`config.mk`:
```
export PLATFORM = sky130hd
export DESIGN_NAME = fp_addsub
export DESIGN_NICKNAME = d
export VERILOG_FILES = /design/src/rtl/fp_addsub_pkg.sv /design/src/rtl/fp_lzc.sv /design/src/rtl/fp_addsub.sv
export SDC_FILE = /design/constraint.sdc
export NUM_CORES = 1
export LEC_CHECK = 0
export BUFFER_PORTS_ARGS = -buffer_cell sky130_fd_sc_hd__buf_2
export CAP_MARGIN = 5
export CORE_UTILIZATION = 50
export CTS_CLUSTER_SIZE = 25
export DETAILED_ROUTE_END_ITERATION = 8
export GPL_TIMING_DRIVEN = 0
export PLACE_DENSITY = 0.67
export REMOVE_ABC_BUFFERS = 1
export SLEW_MARGIN = 20
export SYNTH_ARGS = -nofsm -noshare
export SYNTH_HDL_FRONTEND = slang
export SYNTH_SLANG_ARGS = --single-unit
```
`constraint.sdc`:
```
create_clock -name clk -period 8.61 [get_ports clk]
set_clock_uncertainty 0.05 [all_clocks]
set_input_delay 0.861 -clock clk [delete_from_list [all_inputs] [get_ports clk]]
set_output_delay 0.861 -clock clk [all_outputs]
set_load 0.02 [all_outputs]
```
`src/rtl/fp_addsub_pkg.sv`:
```
// Shared definitions for the FPU add/sub datapath: FSM encoding and guard/round/sticky layout.
// Latency: n/a (types and constants only).
// Backpressure: n/a.
package fp_addsub_pkg;

    typedef enum logic [3:0] {
        ST_GET_A,
        ST_GET_B,
        ST_UNPACK,
        ST_SPECIAL,
        ST_ALIGN,
        ST_ADD,
        ST_NORM,
        ST_ROUND,
        ST_PUT_Z
    } state_t;

    // Working mantissa keeps three extra bits below the stored LSB: {.., G, R, S}
    localparam int S_IDX = 0;
    localparam int R_IDX = 1;
    localparam int G_IDX = 2;
    localparam int GRS_W = 3;

endpackage

```
`src/rtl/fp_lzc.sv`:
```
// Leading-zero counter; returns WIDTH when the input is all zeros.
// Latency: combinational.
// Backpressure: none.
module fp_lzc #(
    parameter int WIDTH = 8,
    parameter int CNT_W = $clog2(WIDTH + 1)
) (
    input  logic [WIDTH-1:0] din,
    output logic [CNT_W-1:0] cnt
);

    // Scan upward so the highest set bit is the last (winning) assignment
    always_comb begin
        cnt = CNT_W'(WIDTH);
        for (int i = 0; i < WIDTH; i++) begin
            if (din[i]) cnt = CNT_W'(WIDTH - 1 - i);
        end
    end

endmodule

```
`src/rtl/fp_addsub.sv`:
```
// IEEE-754 add/subtract, RNE rounding, NaN/inf/zero handling; FP_ADDSUB_FTZ_EN selects flush-to-zero.
// Latency: output_z_stb rises 6 cycles after the B capture edge (2 cycles for special operands).
// Backpressure: one op in flight; no operand acked while busy; result held until output_z_ack.
module fp_addsub
    import fp_addsub_pkg::*;
#(
    parameter int EXP_W = 8,
    parameter int MAN_W = 23
) (
    input  logic                     clk,
    input  logic                     rst,
    input  logic [EXP_W+MAN_W:0]     input_a,
    input  logic                     input_a_stb,
    output logic                     input_a_ack,
    input  logic [EXP_W+MAN_W:0]     input_b,
    input  logic                     input_op,
    input  logic                     input_b_stb,
    output logic                     input_b_ack,
    output logic [EXP_W+MAN_W:0]     output_z,
    output logic                     output_z_stb,
    input  logic                     output_z_ack
);

    localparam int W     = 1 + EXP_W + MAN_W;
    localparam int MW    = MAN_W + 1 + GRS_W;      // hidden + stored + G,R,S
    localparam int EW    = EXP_W + 2;              // signed unbiased exponent
    localparam int CW    = $clog2(MW + 1);
    localparam int BIAS  = (2 ** (EXP_W - 1)) - 1;
    localparam int E_MIN = 1 - BIAS;
    localparam int E_OVF = BIAS + 1;               // biased all-ones
    localparam logic [W-1:0] QNAN = {1'b0, {EXP_W{1'b1}}, 1'b1, {(MAN_W-1){1'b0}}};

    state_t                state_q, state_d;
    logic                  a_ack_q, a_ack_d, b_ack_q, b_ack_d, z_stb_q, z_stb_d;
    logic [W-1:0]          a_q, a_d, b_q, b_d, z_q, z_d;
    logic                  op_q, op_d;
    logic                  a_s_q, a_s_d, b_s_q, b_s_d, z_s_q, z_s_d;
    logic                  a_nan_q, a_nan_d, b_nan_q, b_nan_d;
    logic                  a_inf_q, a_inf_d, b_inf_q, b_inf_d;
    logic                  a_zero_q, a_zero_d, b_zero_q, b_zero_d;
    logic signed [EW-1:0]  a_e_q, a_e_d, b_e_q, b_e_d, z_e_q, z_e_d;
    logic [MW-1:0]         a_m_q, a_m_d, b_m_q, b_m_d;
    logic [MW:0]           z_m_q, z_m_d;

    logic [EXP_W-1:0]      a_exp, b_exp;
    logic [MAN_W-1:0]      a_man, b_man;
    logic [CW-1:0]         lz;
    logic [EW-1:0]         sh_amt, nshift;
    logic [MAN_W+1:0]      mr;
    logic signed [EW-1:0]  re;
    logic                  round_up;
`ifndef FP_ADDSUB_FTZ_EN
    logic signed [EW-1:0]  headroom;
`endif

    assign a_exp = a_q[W-2:MAN_W];
    assign a_man = a_q[MAN_W-1:0];
    assign b_exp = b_q[W-2:MAN_W];
    assign b_man = b_q[MAN_W-1:0];

    assign input_a_ack  = a_ack_q;
    assign input_b_ack  = b_ack_q;
    assign output_z     = z_q;
    assign output_z_stb = z_stb_q;

    fp_lzc #(.WIDTH(MW), .CNT_W(CW)) u_lzc (
        .din (z_m_q[MW-1:0]),
        .cnt (lz)
    );

    // Right shift that ORs every bit pushed past the bottom into the sticky position
    function automatic logic [MW-1:0] shift_sticky(input logic [MW-1:0] m, input logic [EW-1:0] d);
        logic [MW-1:0] r;
        logic [MW-1:0] lost_mask;
        lost_mask = ~({MW{1'b1}} << d);
        r = m >> d;
        r[S_IDX] = r[S_IDX] | (|(m & lost_mask));
        return r;
    endfunction

    // Next-state, handshake and per-stage datapath
    always_comb begin
        state_d  = state_q;
        a_ack_d  = a_ack_q;  b_ack_d  = b_ack_q;  z_stb_d = z_stb_q;
        a_d      = a_q;      b_d      = b_q;      z_d     = z_q;     op_d = op_q;
        a_s_d    = a_s_q;    b_s_d    = b_s_q;    z_s_d   = z_s_q;
        a_nan_d  = a_nan_q;  b_nan_d  = b_nan_q;  a_inf_d = a_inf_q; b_inf_d = b_inf_q;
        a_zero_d = a_zero_q; b_zero_d = b_zero_q;
        a_e_d    = a_e_q;    b_e_d    = b_e_q;    z_e_d   = z_e_q;
        a_m_d    = a_m_q;    b_m_d    = b_m_q;    z_m_d   = z_m_q;
        sh_amt   = '0;       nshift   = '0;       mr      = '0;
        re       = '0;       round_up = 1'b0;
`ifndef FP_ADDSUB_FTZ_EN
        headroom = '0;
`endif
        case (state_q)
            ST_GET_A: begin
                if (a_ack_q && input_a_stb) begin
                    a_d     = input_a;
                    a_ack_d = 1'b0;
                    state_d = ST_GET_B;
                end else begin
                    a_ack_d = 1'b1;
                end
            end
            ST_GET_B: begin
                if (b_ack_q && input_b_stb) begin
                    b_d     = input_b;
                    op_d    = input_op;
                    b_ack_d = 1'b0;
                    state_d = ST_UNPACK;
                end else begin
                    b_ack_d = 1'b1;
                end
            end
            ST_UNPACK: begin
                a_s_d   = a_q[W-1];
                b_s_d   = b_q[W-1] ^ op_q;
                a_nan_d = (&a_exp) && (|a_man);
                b_nan_d = (&b_exp) && (|b_man);
                a_inf_d = (&a_exp) && !(|a_man);
                b_inf_d = (&b_exp) && !(|b_man);
                a_e_d   = (a_exp == '0) ? EW'(E_MIN) : $signed({2'b00, a_exp}) - EW'(BIAS);
                b_e_d   = (b_exp == '0) ? EW'(E_MIN) : $signed({2'b00, b_exp}) - EW'(BIAS);
`ifdef FP_ADDSUB_FTZ_EN
                a_zero_d = (a_exp == '0);
                b_zero_d = (b_exp == '0);
                a_m_d    = (a_exp == '0) ? '0 : {1'b1, a_man, {GRS_W{1'b0}}};
                b_m_d    = (b_exp == '0) ? '0 : {1'b1, b_man, {GRS_W{1'b0}}};
`else
                a_zero_d = (a_exp == '0) && (a_man == '0);
                b_zero_d = (b_exp == '0) && (b_man == '0);
                a_m_d    = {(a_exp != '0), a_man, {GRS_W{1'b0}}};
                b_m_d    = {(b_exp != '0), b_man, {GRS_W{1'b0}}};
`endif
                state_d = ST_SPECIAL;
            end
            ST_SPECIAL: begin
                state_d = ST_PUT_Z;
                z_stb_d = 1'b1;
                if (a_nan_q || b_nan_q || (a_inf_q && b_inf_q && (a_s_q != b_s_q))) begin
                    z_d = QNAN;
                end else if (a_inf_q) begin
                    z_d = {a_s_q, {EXP_W{1'b1}}, {MAN_W{1'b0}}};
                end else if (b_inf_q) begin
                    z_d = {b_s_q, {EXP_W{1'b1}}, {MAN_W{1'b0}}};
                end else if (a_zero_q && b_zero_q) begin
                    z_d = {a_s_q & b_s_q, {(W-1){1'b0}}};
                end else begin
                    state_d = ST_ALIGN;
                    z_stb_d = 1'b0;
                end
            end
            ST_ALIGN: begin
                if (a_e_q > b_e_q) begin
                    sh_amt = $unsigned(a_e_q - b_e_q);
                    b_m_d  = shift_sticky(b_m_q, sh_amt);
                    z_e_d  = a_e_q;
                end else begin
                    sh_amt = $unsigned(b_e_q - a_e_q);
                    a_m_d  = shift_sticky(a_m_q, sh_amt);
                    z_e_d  = b_e_q;
                end
                state_d = ST_ADD;
            end
            ST_ADD: begin
                if (a_s_q == b_s_q) begin
                    z_m_d = {1'b0, a_m_q} + {1'b0, b_m_q};
                    z_s_d = a_s_q;
                end else if (a_m_q >= b_m_q) begin
                    z_m_d = {1'b0, a_m_q} - {1'b0, b_m_q};
                    z_s_d = a_s_q;
                end else begin
                    z_m_d = {1'b0, b_m_q} - {1'b0, a_m_q};
                    z_s_d = b_s_q;
                end
                // Exact cancellation always yields +0
                if (z_m_d == '0) z_s_d = 1'b0;
                state_d = ST_NORM;
            end
            ST_NORM: begin
                if (z_m_q[MW]) begin
                    z_m_d = {1'b0, z_m_q[MW:2], |z_m_q[1:0]};
                    z_e_d = z_e_q + EW'(1);
                end else begin
                    nshift = EW'(lz);
`ifndef FP_ADDSUB_FTZ_EN
                    // Stop at the minimum exponent so small results stay denormal
                    headroom = z_e_q - EW'(E_MIN);
                    if ($signed(nshift) > headroom) nshift = $unsigned(headroom);
`endif
                    z_m_d = z_m_q << nshift;
                    z_e_d = z_e_q - $signed(nshift);
                end
                state_d = ST_ROUND;
            end
            ST_ROUND: begin
                round_up = z_m_q[G_IDX] & (z_m_q[R_IDX] | z_m_q[S_IDX] | z_m_q[GRS_W]);
                mr = {1'b0, z_m_q[MW-1:GRS_W]} + (MAN_W+2)'(round_up);
                re = z_e_q;
                if (mr[MAN_W+1]) begin
                    mr = mr >> 1;
                    re = re + EW'(1);
                end
                if (re >= EW'(E_OVF)) begin
                    z_d = {z_s_q, {EXP_W{1'b1}}, {MAN_W{1'b0}}};
`ifdef FP_ADDSUB_FTZ_EN
                end else if (!mr[MAN_W] || (re < EW'(E_MIN))) begin
                    z_d = {z_s_q, {(W-1){1'b0}}};
`else
                end else if (!mr[MAN_W]) begin
                    z_d = {z_s_q, {EXP_W{1'b0}}, mr[MAN_W-1:0]};
`endif
                end else begin
                    z_d = {z_s_q, EXP_W'(re + EW'(BIAS)), mr[MAN_W-1:0]};
                end
                z_stb_d = 1'b1;
                state_d = ST_PUT_Z;
            end
            ST_PUT_Z: begin
                if (z_stb_q && output_z_ack) begin
                    z_stb_d = 1'b0;
                    state_d = ST_GET_A;
                end
            end
            default: state_d = ST_GET_A;
        endcase
    end

    // State and datapath registers; reset aborts any op in flight
    always_ff @(posedge clk) begin
        if (rst) begin
            state_q <= ST_GET_A;
            a_ack_q <= 1'b0;  b_ack_q <= 1'b0;  z_stb_q <= 1'b0;
            a_q     <= '0;    b_q     <= '0;    z_q     <= '0;    op_q <= 1'b0;
            a_s_q   <= 1'b0;  b_s_q   <= 1'b0;  z_s_q   <= 1'b0;
            a_nan_q <= 1'b0;  b_nan_q <= 1'b0;  a_inf_q <= 1'b0;  b_inf_q <= 1'b0;
            a_zero_q <= 1'b0; b_zero_q <= 1'b0;
            a_e_q   <= '0;    b_e_q   <= '0;    z_e_q   <= '0;
            a_m_q   <= '0;    b_m_q   <= '0;    z_m_q   <= '0;
        end else begin
            state_q <= state_d;
            a_ack_q <= a_ack_d;  b_ack_q <= b_ack_d;  z_stb_q <= z_stb_d;
            a_q     <= a_d;      b_q     <= b_d;      z_q     <= z_d;     op_q <= op_d;
            a_s_q   <= a_s_d;    b_s_q   <= b_s_d;    z_s_q   <= z_s_d;
            a_nan_q <= a_nan_d;  b_nan_q <= b_nan_d;  a_inf_q <= a_inf_d; b_inf_q <= b_inf_d;
            a_zero_q <= a_zero_d; b_zero_q <= b_zero_d;
            a_e_q   <= a_e_d;    b_e_q   <= b_e_d;    z_e_q   <= z_e_d;
            a_m_q   <= a_m_d;    b_m_q   <= b_m_d;    z_m_q   <= z_m_d;
        end
    end

endmodule
```
Word-level counts from Yosys, hierarchy flattened
Index checks and enable logic that the tools add are counted.
{"block": "totals", "regBits": 225, "input_bits": 70, "out_inout_bits": 35}
{"block": "classes", "n_addsub": 12, "order_cmp": 4, "eq_ne": 16, "shifts": 5, "n_mux": 74, "bitwise_logic": 11, "reduce_logical": 43}
{"op": "$mux W32", "count": 4}
{"op": "$mux W28", "count": 4}
{"op": "$pmux W27 S2", "count": 2}
{"op": "$mux W10", "count": 9}
{"op": "$mux W5", "count": 16}
{"op": "$pmux W32 S2", "count": 1}
{"op": "$mux W31", "count": 2}
{"op": "$mux W4", "count": 15}
{"op": "$pmux W28 S2", "count": 1}
{"op": "$sub A27 B27 Y28", "count": 2}
{"op": "$and A27 B27 Y27", "count": 2}
{"op": "$mux W27", "count": 2}
{"op": "$not A27 Y27", "count": 2}
{"op": "$reduce_or A27 Y1", "count": 2}
{"op": "$shl A27 B10 Y27 const A", "count": 2}
{"op": "$shr A27 B10 Y27", "count": 2}
{"op": "$mux W24", "count": 2}
{"op": "$logic_not A23 Y1", "count": 2}
{"op": "$reduce_or A23 Y1", "count": 2}
{"op": "$pmux W4 S9", "count": 1}
{"op": "$sub A10 B10 Y10", "count": 3}
{"op": "$add A27 B27 Y28", "count": 1}
{"op": "$logic_not A28 Y1", "count": 1}
{"op": "$shl A28 B10 Y28", "count": 1}
{"op": "other kinds (36)", "count": 84}

Logic depth before layout (Yosys ltp)
Gate-level depths: netlist (run 1).
{"block": "depth", "ltp_word": 34, "mapped_depth": 27}

Hierarchy
Synthesis (run 1) repeated with hierarchy kept, for this count alone.
{"block": "hier_totals", "cells_unflattened": 3088, "hier_area_um2": 21723.3}
{"mod": "fp_addsub", "instances": 1, "cells_each": 3037, "area_per_inst_um2": 21445.6, "seq_area_each_um2": 4464.3}
{"mod": "fp_lzc", "instances": 1, "cells_each": 51, "area_per_inst_um2": 277.8, "seq_area_each_um2": 0.0}

Worst setup path after synthesis (run 1)
Ideal clock, no wire load.
{"block": "synth_path", "kind": "reg2reg", "startpoint": "register z_m_q[2]", "endpoint": "register z_e_q[8]", "arrival_ps": 4770, "required_ps": 8444, "setup_slack_ps": 3674, "path_stages_with_launch": 27, "path_buffers": 3, "period_less_slack_ps": 4936, "path_cell_list": "dfxtp_1 clkbuf_1 nor2_1 o311ai_0 a31oi_1 o21ai_0 a21oi_1 ha_1 nor2b_1 o21ai_0 nand2_1 a31o_1 buf_6 nor2_1 a21oi_2 buf_4 clkinv_1 ha_1 inv_1 ha_1 a21oi_1 a21oi_1 maj3_1 a21oi_1 a21o_1 mux2i_1 a41o_1"}
{"block": "synth_between", "elab_chain_len": 32}
{"element": "start: declaration", "line_no": "fp_addsub.sv:43", "text": "logic [MW:0] z_m_q, z_m_d;"}
{"element": "start signal: assignment", "line_no": "fp_addsub.sv:249", "text": "a_m_q <= a_m_d; b_m_q <= b_m_d; z_m_q <= z_m_d;"}
{"element": "$mux W2 (*)", "line_no": "fp_lzc.sv:16", "text": "if (din[i]) cnt = CNT_W'(WIDTH - 1 - i);"}
{"element": "$mux W4 (*) (8 in series)", "line_no": "fp_lzc.sv:16"}
{"element": "$mux W5 (*) (16 in series)", "line_no": "fp_lzc.sv:16"}
{"element": "$gt A6 B10 Y1", "line_no": "fp_addsub.sv:190", "text": "if ($signed(nshift) > headroom) nshift = $unsigned(headroom);"}
{"element": "$mux W10 (*)", "line_no": "fp_addsub.sv:190"}
{"element": "$mux W10 (*)", "line_no": "fp_addsub.sv:182", "text": "if (z_m_q[MW]) begin"}
{"element": "$mux W10 (*)", "line_no": "fp_addsub.sv:96", "text": "case (state_q)"}
{"element": "$sub A10 B10 Y10 (*)", "line_no": "fp_addsub.sv:193", "text": "z_e_d = z_e_q - $signed(nshift);"}
{"element": "$mux W10 (*)", "line_no": "fp_addsub.sv:182"}
{"element": "$pmux W10 S2 (*)", "line_no": "fp_addsub.sv:96"}
{"element": "end signal: assignment", "line_no": "fp_addsub.sv:239", "text": "a_e_q <= '0; b_e_q <= '0; z_e_q <= '0;"}
{"element": "end signal: assignment", "line_no": "fp_addsub.sv:248", "text": "a_e_q <= a_e_d; b_e_q <= b_e_d; z_e_q <= z_e_d;"}
{"element": "end: declaration", "line_no": "fp_addsub.sv:41", "text": "logic signed [EW-1:0] a_e_q, a_e_d, b_e_q, b_e_d, z_e_q, z_e_d;"}
Every way passes the cells marked *; elsewhere a longest branch is shown, timed or not. The select of a mux whose other input is x is not followed.
A chain may end at the register's enable or synchronous reset.

Worst setup path after layout (run 1)
{"block": "layout_path", "startpoint": "register z_m_q[2]", "endpoint": "register z_e_q[3]"}
The elaborated chain is that of the path after synthesis.

==> impl_results.md, run 1 <==
* Status: complete, no violations
* Count of input and output buffers at 104
* Final setup violating endpoints at 0
* Cell total after placement at 3424
* Overall routing resource usage at 35.23%
* Final cycle utilization of the critical path at 74.99%
* Drt wl/cell at 22.74 um
* Count of buffering cells on the critical path with inverters included at 1
* Clock buffer count from CTS at 27
* Count of boundary I/O pins at 105
* Via density at 6.716
* Hold Fails Final Rpt at 0
* Pin count of the biggest net entering global routing at 108
* Max-cap check violation count at 0
* Critical path launch point type: register
* Iteration-0 DRC Markers at 3035
* Class of the tightest hold or removal check: reg -> reg
* Post-detailed-route DRC marker count at 0
* Clock edge transition at the registers on the reported setup and hold paths at 60 ps
* Area growth from synthesis to layout at 8.130%
* Number of standard cells after synthesis at 2997
* CTS tree: yes
* Leakage power summed over all cells at 8.936 nW
* Post-route insts no fill at 3472
* Relative slew slack at 23.74%
* Leading register cell type out of synthesis: dfxtp_1
* Post-CTS Setup Bufs at 0
* Die Area at 43090 um2
* Slew @ Worst Pin at 1129 ps
* Total global routing overflow at 0
* CTS sink cnt at 223
* H-tree depth at 1
* Sum of routed wire length over all layers at 78940 um
* Critical Setup Path Class: reg -> reg
* RSZ-0062 raised after global routing: false
* Post-layout worst setup margin at 2153 ps
* Die outline height at 207.6 um
* FMAX at 0.1549 GHz
* Crit path max-delay cell type: a31oi_4
* Initial Utilization at 51.17%
* Register bit count reported by yosys at 223
* Post-synth EDFFs at 0
* Post-Syn Area per Cell at 7.050 um2
* Vias in the first global route at 21000
* Source-to-sink clock delay at the later pin of the worst-skew pair at 570 ps
* Setup slack at placement at 2271 ps
* Fin crit period at 6457 ps
* Number of nets still failing antenna checks after routing at 0
* Unique masters post-synth at 98
* Nets at 3114
* Max-slew violation count at 0
* Warning count from the yosys run at 0
* Placement row count at 74
* Deepest clock path buffer count at 3
* Number of cells upsized or downsized after cts at 0
* Post-synthesis async set-or-reset flop share at 0%
* Dominant delay contributor by cell family on the critical path: compound AO/OA/AOI/OAI gates
* Die span in x at 207.6 um
* Aggregate negative setup slack at 0 ps
* Clock root cell: clkbuf_16
* Element type at the critical path end: register
* DP HPWL at 59790 um
* Worst EP arrival at 6840 ps
* Standard cell core area at 41290 um2
* Weighted congestion reported at the end of routability-driven placement at 0.9699
* Areal power density over the cells at 139.4 nW/um2
* VDD IR-drop max at 0.1542 mV
* Global-route wire length before repair at 122500 um
* Vias after detailed routing at 23320
* Number of antenna repair diodes at 0
* Sequential-to-total area share from yosys stat at 21.13%
* Worst path max stage delay at 560 ps
* Number of antenna violations at the first check in global routing at 1
* Crit Path Max Fanout at 19
* Number of search-and-repair iterations in the first detailed-routing pass at 8
* Hold bufs inserted after CTS at 0
* Required time at the worst-slack endpoint at 8990 ps
* Cells along the critical path: nor2_1 > o311ai_0 > a31oi_1 > o21ai_0 > a21oi_1 > ha_1 > nor2b_1 > o21ai_0 > nand2_1 > a31oi_4 > nor2_1 > a21oi_4 > clkinv_1 > ha_1 > a22oi_1 > a32o_1 > xnor2_1 > o21ai_0 > mux2_2 > a221oi_1 > nor2_1
* Summed instance area of the synthesized netlist at 21130 um2
* Fraction of layout cells with a size suffix above 1 at 9.422%
[layer usage]
| metal | GRT usage [%] | part of all wire (%) | vias to the layer above | routed length [um] |
|---|---|---|---|---|
| met3 | 7.186 | 9.7 | 162 | 7639 |
| met2 | 52.28 | 42 | 1246 | 33360 |
| met4 | 10.55 | 3.0 | 0 | 2363 |
| met5 | 0 | 0 | - | 0 |
| met1 | 50.87 | 45 | 11120 | 35570 |
| li1 | - | - | 10790 | - |
[Yosys cell counts (62+ instances only)]
cell type	number	area, um2
clkbuf_1	197	739.5
a211oi_1	91	683.2
o21ai_0	196	980.9
nor3_1	89	445.4
nand2_1	440	1652
ha_1	118	1476
nor2_1	274	1028
a21oi_1	311	1556
dfxtp_1	223	4464
inv_1	128	480.5
nand3_1	79	395.4
a221oi_1	68	595.6
mux2i_1	84	840.8
xnor2_1	62	543.0
[through the flow]
stage	hold slack (ps)	area (um2)	utilization, %	total power, mW
after floorplan	375.8	20180	-	1.670
after global placement	389.3	21370	51.74	1.962
after detailed placement	391.6	21940	53.14	1.994
after CTS	399.9	22840	55.31	3.158
after global routing	417.2	22850	55.33	3.295
final	398.0	22850	55.33	3.186
[worst register-to-register path, stage by stage, from the launching register on]
cell	delay, ps
dfxtp_1	530
nor2_1	70
o311ai_0	460
a31oi_1	210
o21ai_0	510
a21oi_1	260
ha_1	340
nor2b_1	130
o21ai_0	140
nand2_1	120
a31oi_4	560
nor2_1	260
a21oi_4	460
clkinv_1	390
ha_1	330
a22oi_1	190
a32o_1	240
xnor2_1	70
o21ai_0	340
mux2_2	380
a221oi_1	230
nor2_1	60
[worst paths after layout]
check                               to  cells after the start                      start  slack, ps
min          output_z[20]$_SDFFE_PP0P_                      2  output_z[20]$_SDFFE_PP0P_        400
max              z_e_q[3]$_SDFFE_PP0N_                     21      z_m_q[2]$_SDFFE_PP0P_       2150
max reg2reg      z_e_q[3]$_SDFFE_PP0N_                     21      z_m_q[2]$_SDFFE_PP0P_       2150
min reg2reg  output_z[20]$_SDFFE_PP0P_                      2  output_z[20]$_SDFFE_PP0P_        400
[where the power goes]
group | leakage (nW) | total [mW] | internal, mW | switching [mW]
logic | 6.70 | 0.914 | 0.287 | 0.627
clock network | 0.436 | 1.18 | 0.699 | 0.480
registers | 1.80 | 1.09 | 1.05 | 0.0394
[final cells by class]
type	count	area [um2]
inverters	132	495.5
well taps	532	665.6
clock buffers	37	753.2
multi-input cells	2406	15390
repair buffers	131	937.1
clock inverters	11	142.6
flip-flops and latches	223	4466
fillers	4134	18450
[cells by family (layout without fill, tap and decap cells)]
| family | count (synthesis) | in the layout | synth area share, % |
|---|---|---|---|
| fa+ha+maj | 125 | 125 | 7.562 |
| simple gates | 1077 | 1077 | 22.86 |
| mux | 120 | 120 | 7.153 |
| flops | 223 | 223 | 21.13 |
| buf+inv | 368 | 311 | 6.839 |
| compound gates | 992 | 992 | 30.61 |
| xor+xnor | 92 | 92 | 3.849 |
[placed cells by master (no fill, tap or decap), types with 17 or more instances in the layout]
cell	count
nand2_1	438
a21oi_1	310
nor2_1	269
dfxtp_1	222
o21ai_0	196
inv_1	128
ha_1	116
buf_2	108
a211oi_1	91
nor3_1	87
mux2i_1	84
nand3_1	79
a221oi_1	68
xnor2_1	60
a31oi_1	35
nand4_1	29
and3_1	29
nor4_1	28
a21o_1	27
xor2_1	27
clkbuf_16	27
a22oi_1	24
mux4_2	23
o211ai_1	20
or3_1	19
o31ai_1	19
o22ai_1	18
and2_1	17
[sequential cells by signal (all words and copies together) (netlist names), 10 cells and up]
register / count
b_m_q: 27
a_q: 32
a_m_q: 27
output_z: 32
z_m_q: 28
z_e_q: 10
b_q: 32
Power figures use the tool's default switching activity.
==> run 2: changes to the inputs <==
--- a/config.mk
+++ b/config.mk
@@ -11,7 +11,7 @@
 export CTS_CLUSTER_SIZE = 25
 export DETAILED_ROUTE_END_ITERATION = 8
 export GPL_TIMING_DRIVEN = 0
-export PLACE_DENSITY = 0.67
+export PLACE_DENSITY = 0.7
 export REMOVE_ABC_BUFFERS = 1
 export SLEW_MARGIN = 20
 export SYNTH_ARGS = -nofsm -noshare
==> constraint.sdc (replaced) <==
create_clock -name clk -period 5.5 [get_ports clk]
set_clock_uncertainty 0.05 [all_clocks]
set_input_delay 0.55 -clock clk [delete_from_list [all_inputs] [get_ports clk]]
set_output_delay 0.55 -clock clk [all_outputs]
set_load 0.02 [all_outputs]
==> impl_results.md, run 2 (same netlist as run 1, synthesis figures left out) <==
* Slack of the worst reg-to-reg path at 80 ps (-2080 ps)
* Number of search-and-repair iterations in the first detailed-routing pass at 7 (-1)
* Post-route insts no fill at 3481 (+0.26%)
* CTS tree: yes
* Required time at the worst-slack endpoint at 5890 ps (-3100 ps)
* Max-slew violation count at 0 (unchanged)
* Clock edge transition at the registers on the reported setup and hold paths at 60 ps (about the same)
* Drt wl/cell at 23.34 um (+2.6%)
* Relative slew slack at 26.51% (+2.8 points)
* Clock root cell: clkbuf_16
* Clock buffer count from CTS at 26 (-3.7%)
* Iteration-0 DRC Markers at 3058 (+0.76%)
* Final core utilization at 55.72% (+0.39 points)
* Leakage power summed over all cells at 8.992 nW (+0.62%)
* Fraction of layout cells with a size suffix above 1 at 10.48% (+1.1 points)
* Setup slack at placement at -783.5 ps (-3054 ps)
* Die Area at 43090 um2 (unchanged)
* FMAX at 0.1844 GHz (+19%)
* Count of input and output buffers at 104 (unchanged)
* Overall Power at 4.951 mW (+55%)
* Die outline height at 207.6 um (unchanged)
* Area growth from synthesis to layout at 8.888%
* Post-detailed-route DRC marker count at 0 (unchanged)
* Pin count of the biggest net entering global routing at 104 (-3.7%)
* Final instance area at 23010 um2 (+0.70%)
* VDD IR-drop max at 0.2099 mV (+36%)
* Critical Setup Path Class: reg -> reg
* Global-route wire length before repair at 125100 um (+2.2%)
* Die span in x at 207.6 um (unchanged)
* Standard cell core area at 41290 um2 (unchanged)
* Vias after detailed routing at 23370 (+0.21%)
* Number of antenna repair diodes at 0 (unchanged)
* Commonest non-fill, non-tap cell in the layout: nand2_1
* Slew @ Worst Pin at 1098 ps (-30.89 ps)
* Max-cap check violation count at 0 (unchanged)
* Count of boundary I/O pins at 105 (unchanged)
* Deepest clock path buffer count at 3 (unchanged)
* Cells along the critical path: inv_1 > ha_1 > a21oi_1 > o211ai_1 > nand3_1 > a31oi_4 > nor2_4 > buf_8 > o21ai_0 > o311ai_1 > o21ai_0 > xnor2_1 > or4_1 > nor4_2 > a21oi_1
* Placed cell areas at 22000 um2 (+0.27%)
* Total of fill cells in the finished design at 4068 (-1.6%)
* Areal power density over the cells at 215.2 nW/um2 (+54%)
* Number of nets still failing antenna checks after routing at 0 (unchanged)
* Hold bufs inserted after CTS at 0 (unchanged)
* CTS sink cnt at 223 (unchanged)
* Cell total after placement at 3426 (+0.058%)
* Post-layout worst setup margin at 77.79 ps (-2076 ps)
* Via density at 6.713 (about the same)
* Class of the tightest hold or removal check: in -> reg
* DP HPWL at 61380 um (+2.7%)
* H-tree depth at 1 (unchanged)
* Weighted congestion reported at the end of routability-driven placement at 0.9729 (+0.31%)
* Hold Fails Final Rpt at 0 (unchanged)
* Fin crit period at 5422 ps (-1034 ps)
* Minimum hold slack at 167.8 ps (-230.2 ps)
* Total global routing overflow at 0 (unchanged)
* Critical path launch point type: register
* Crit Path Max Fanout at 12 (-7)
* Placement row count at 74 (unchanged)
* Number of antenna violations at the first check in global routing at 0 (-1)
* Worst path max stage delay at 580 ps (+20 ps)
* Aggregate negative setup slack at 0 ps (unchanged)
* Source-to-sink clock delay at the later pin of the worst-skew pair at 570 ps (about the same)
* Vias in the first global route at 20930 (-0.34%)
* Commonest non-fill, non-tap cells in the layout: 436 x nand2_1, 308 x a21oi_1, 269 x nor2_1
* Sum of routed wire length over all layers at 81230 um (+2.9%)
* Status: complete, no violations
* Nets at 3122 (+0.26%)
* Crit path max-delay cell type: or4_1
* Element type at the critical path end: register
* Final setup violating endpoints at 0 (unchanged)
* Initial Utilization at 51.17% (unchanged)
* Worst EP arrival at 5810 ps (-1030 ps)
* Overall routing resource usage at 36.41% (+1.2 points)
* Final cycle utilization of the critical path at 98.59% (+24 points)
-- run 2: worst max-delay path: cells and delay by family, from the launching register on --
family	cells	cell delay (ps)
XOR/XNOR	1	270
adder cells (fa/ha/maj)	1	490
AND/OR/NAND/NOR	4	1540
AO/OA/AOI/OAI	7	2020
flip-flops	1	490
buffers and inverters	2	420
-- run 2: metal layers --
| metal | global-route usage, % | wire, um | vias to the layer above |
|---|---|---|---|
| met3 | 7.141 | 8596 | 162 |
| met5 | 0 | 0 | - |
| met1 | 53.03 | 35660 | 11090 |
| met2 | 53.69 | 34360 | 1328 |
| met4 | 10.94 | 2612 | 0 |
| li1 | - | - | 10790 |
-- run 2: final cells by class --
cell class                 count  area (um2)  area share, %
multi-input combinational   2407       15470          67.24
sequential                   223        4476          19.45
timing repair buffer         139        1042          4.530
clock buffer                  34       732.0          3.181
tap                          532       665.6          2.893
inverter                     132       500.5          2.175
clock inverter                14       122.6         0.5329
-- run 2: path summary, 6_finish.rpt --
kind                                           startpoint                        end  cells after the start
worst max-delay path                a_m_q[7]$_SDFFE_PP0P_         z_s_q$_SDFFE_PP0P_                     15
worst min-delay path                          input_a[26]       a_q[26]$_SDFFE_PP0P_                      3
worst max register to register      a_m_q[7]$_SDFFE_PP0P_         z_s_q$_SDFFE_PP0P_                     15
worst min register to register  output_z[20]$_SDFFE_PP0P_  output_z[20]$_SDFFE_PP0P_                      2
-- run 2: repair_timing --
action | CTS | global route
pin swaps | 2 | 1
hold endpoints to repair | 0 | 0
gates cloned | 1 | 0
buffers inserted | 3 | 3
setup endpoints to repair | 35 | 27
resized for setup | 12 | 16
-- run 2: power by group --
group	total, mW	leakage (nW)	switching (mW)	internal [mW]
registers	1.71	1.80	0.0620	1.65
logic	1.48	6.78	1.01	0.462
clock network	1.76	0.406	0.774	0.991
total	4.95	8.99	1.85	3.10
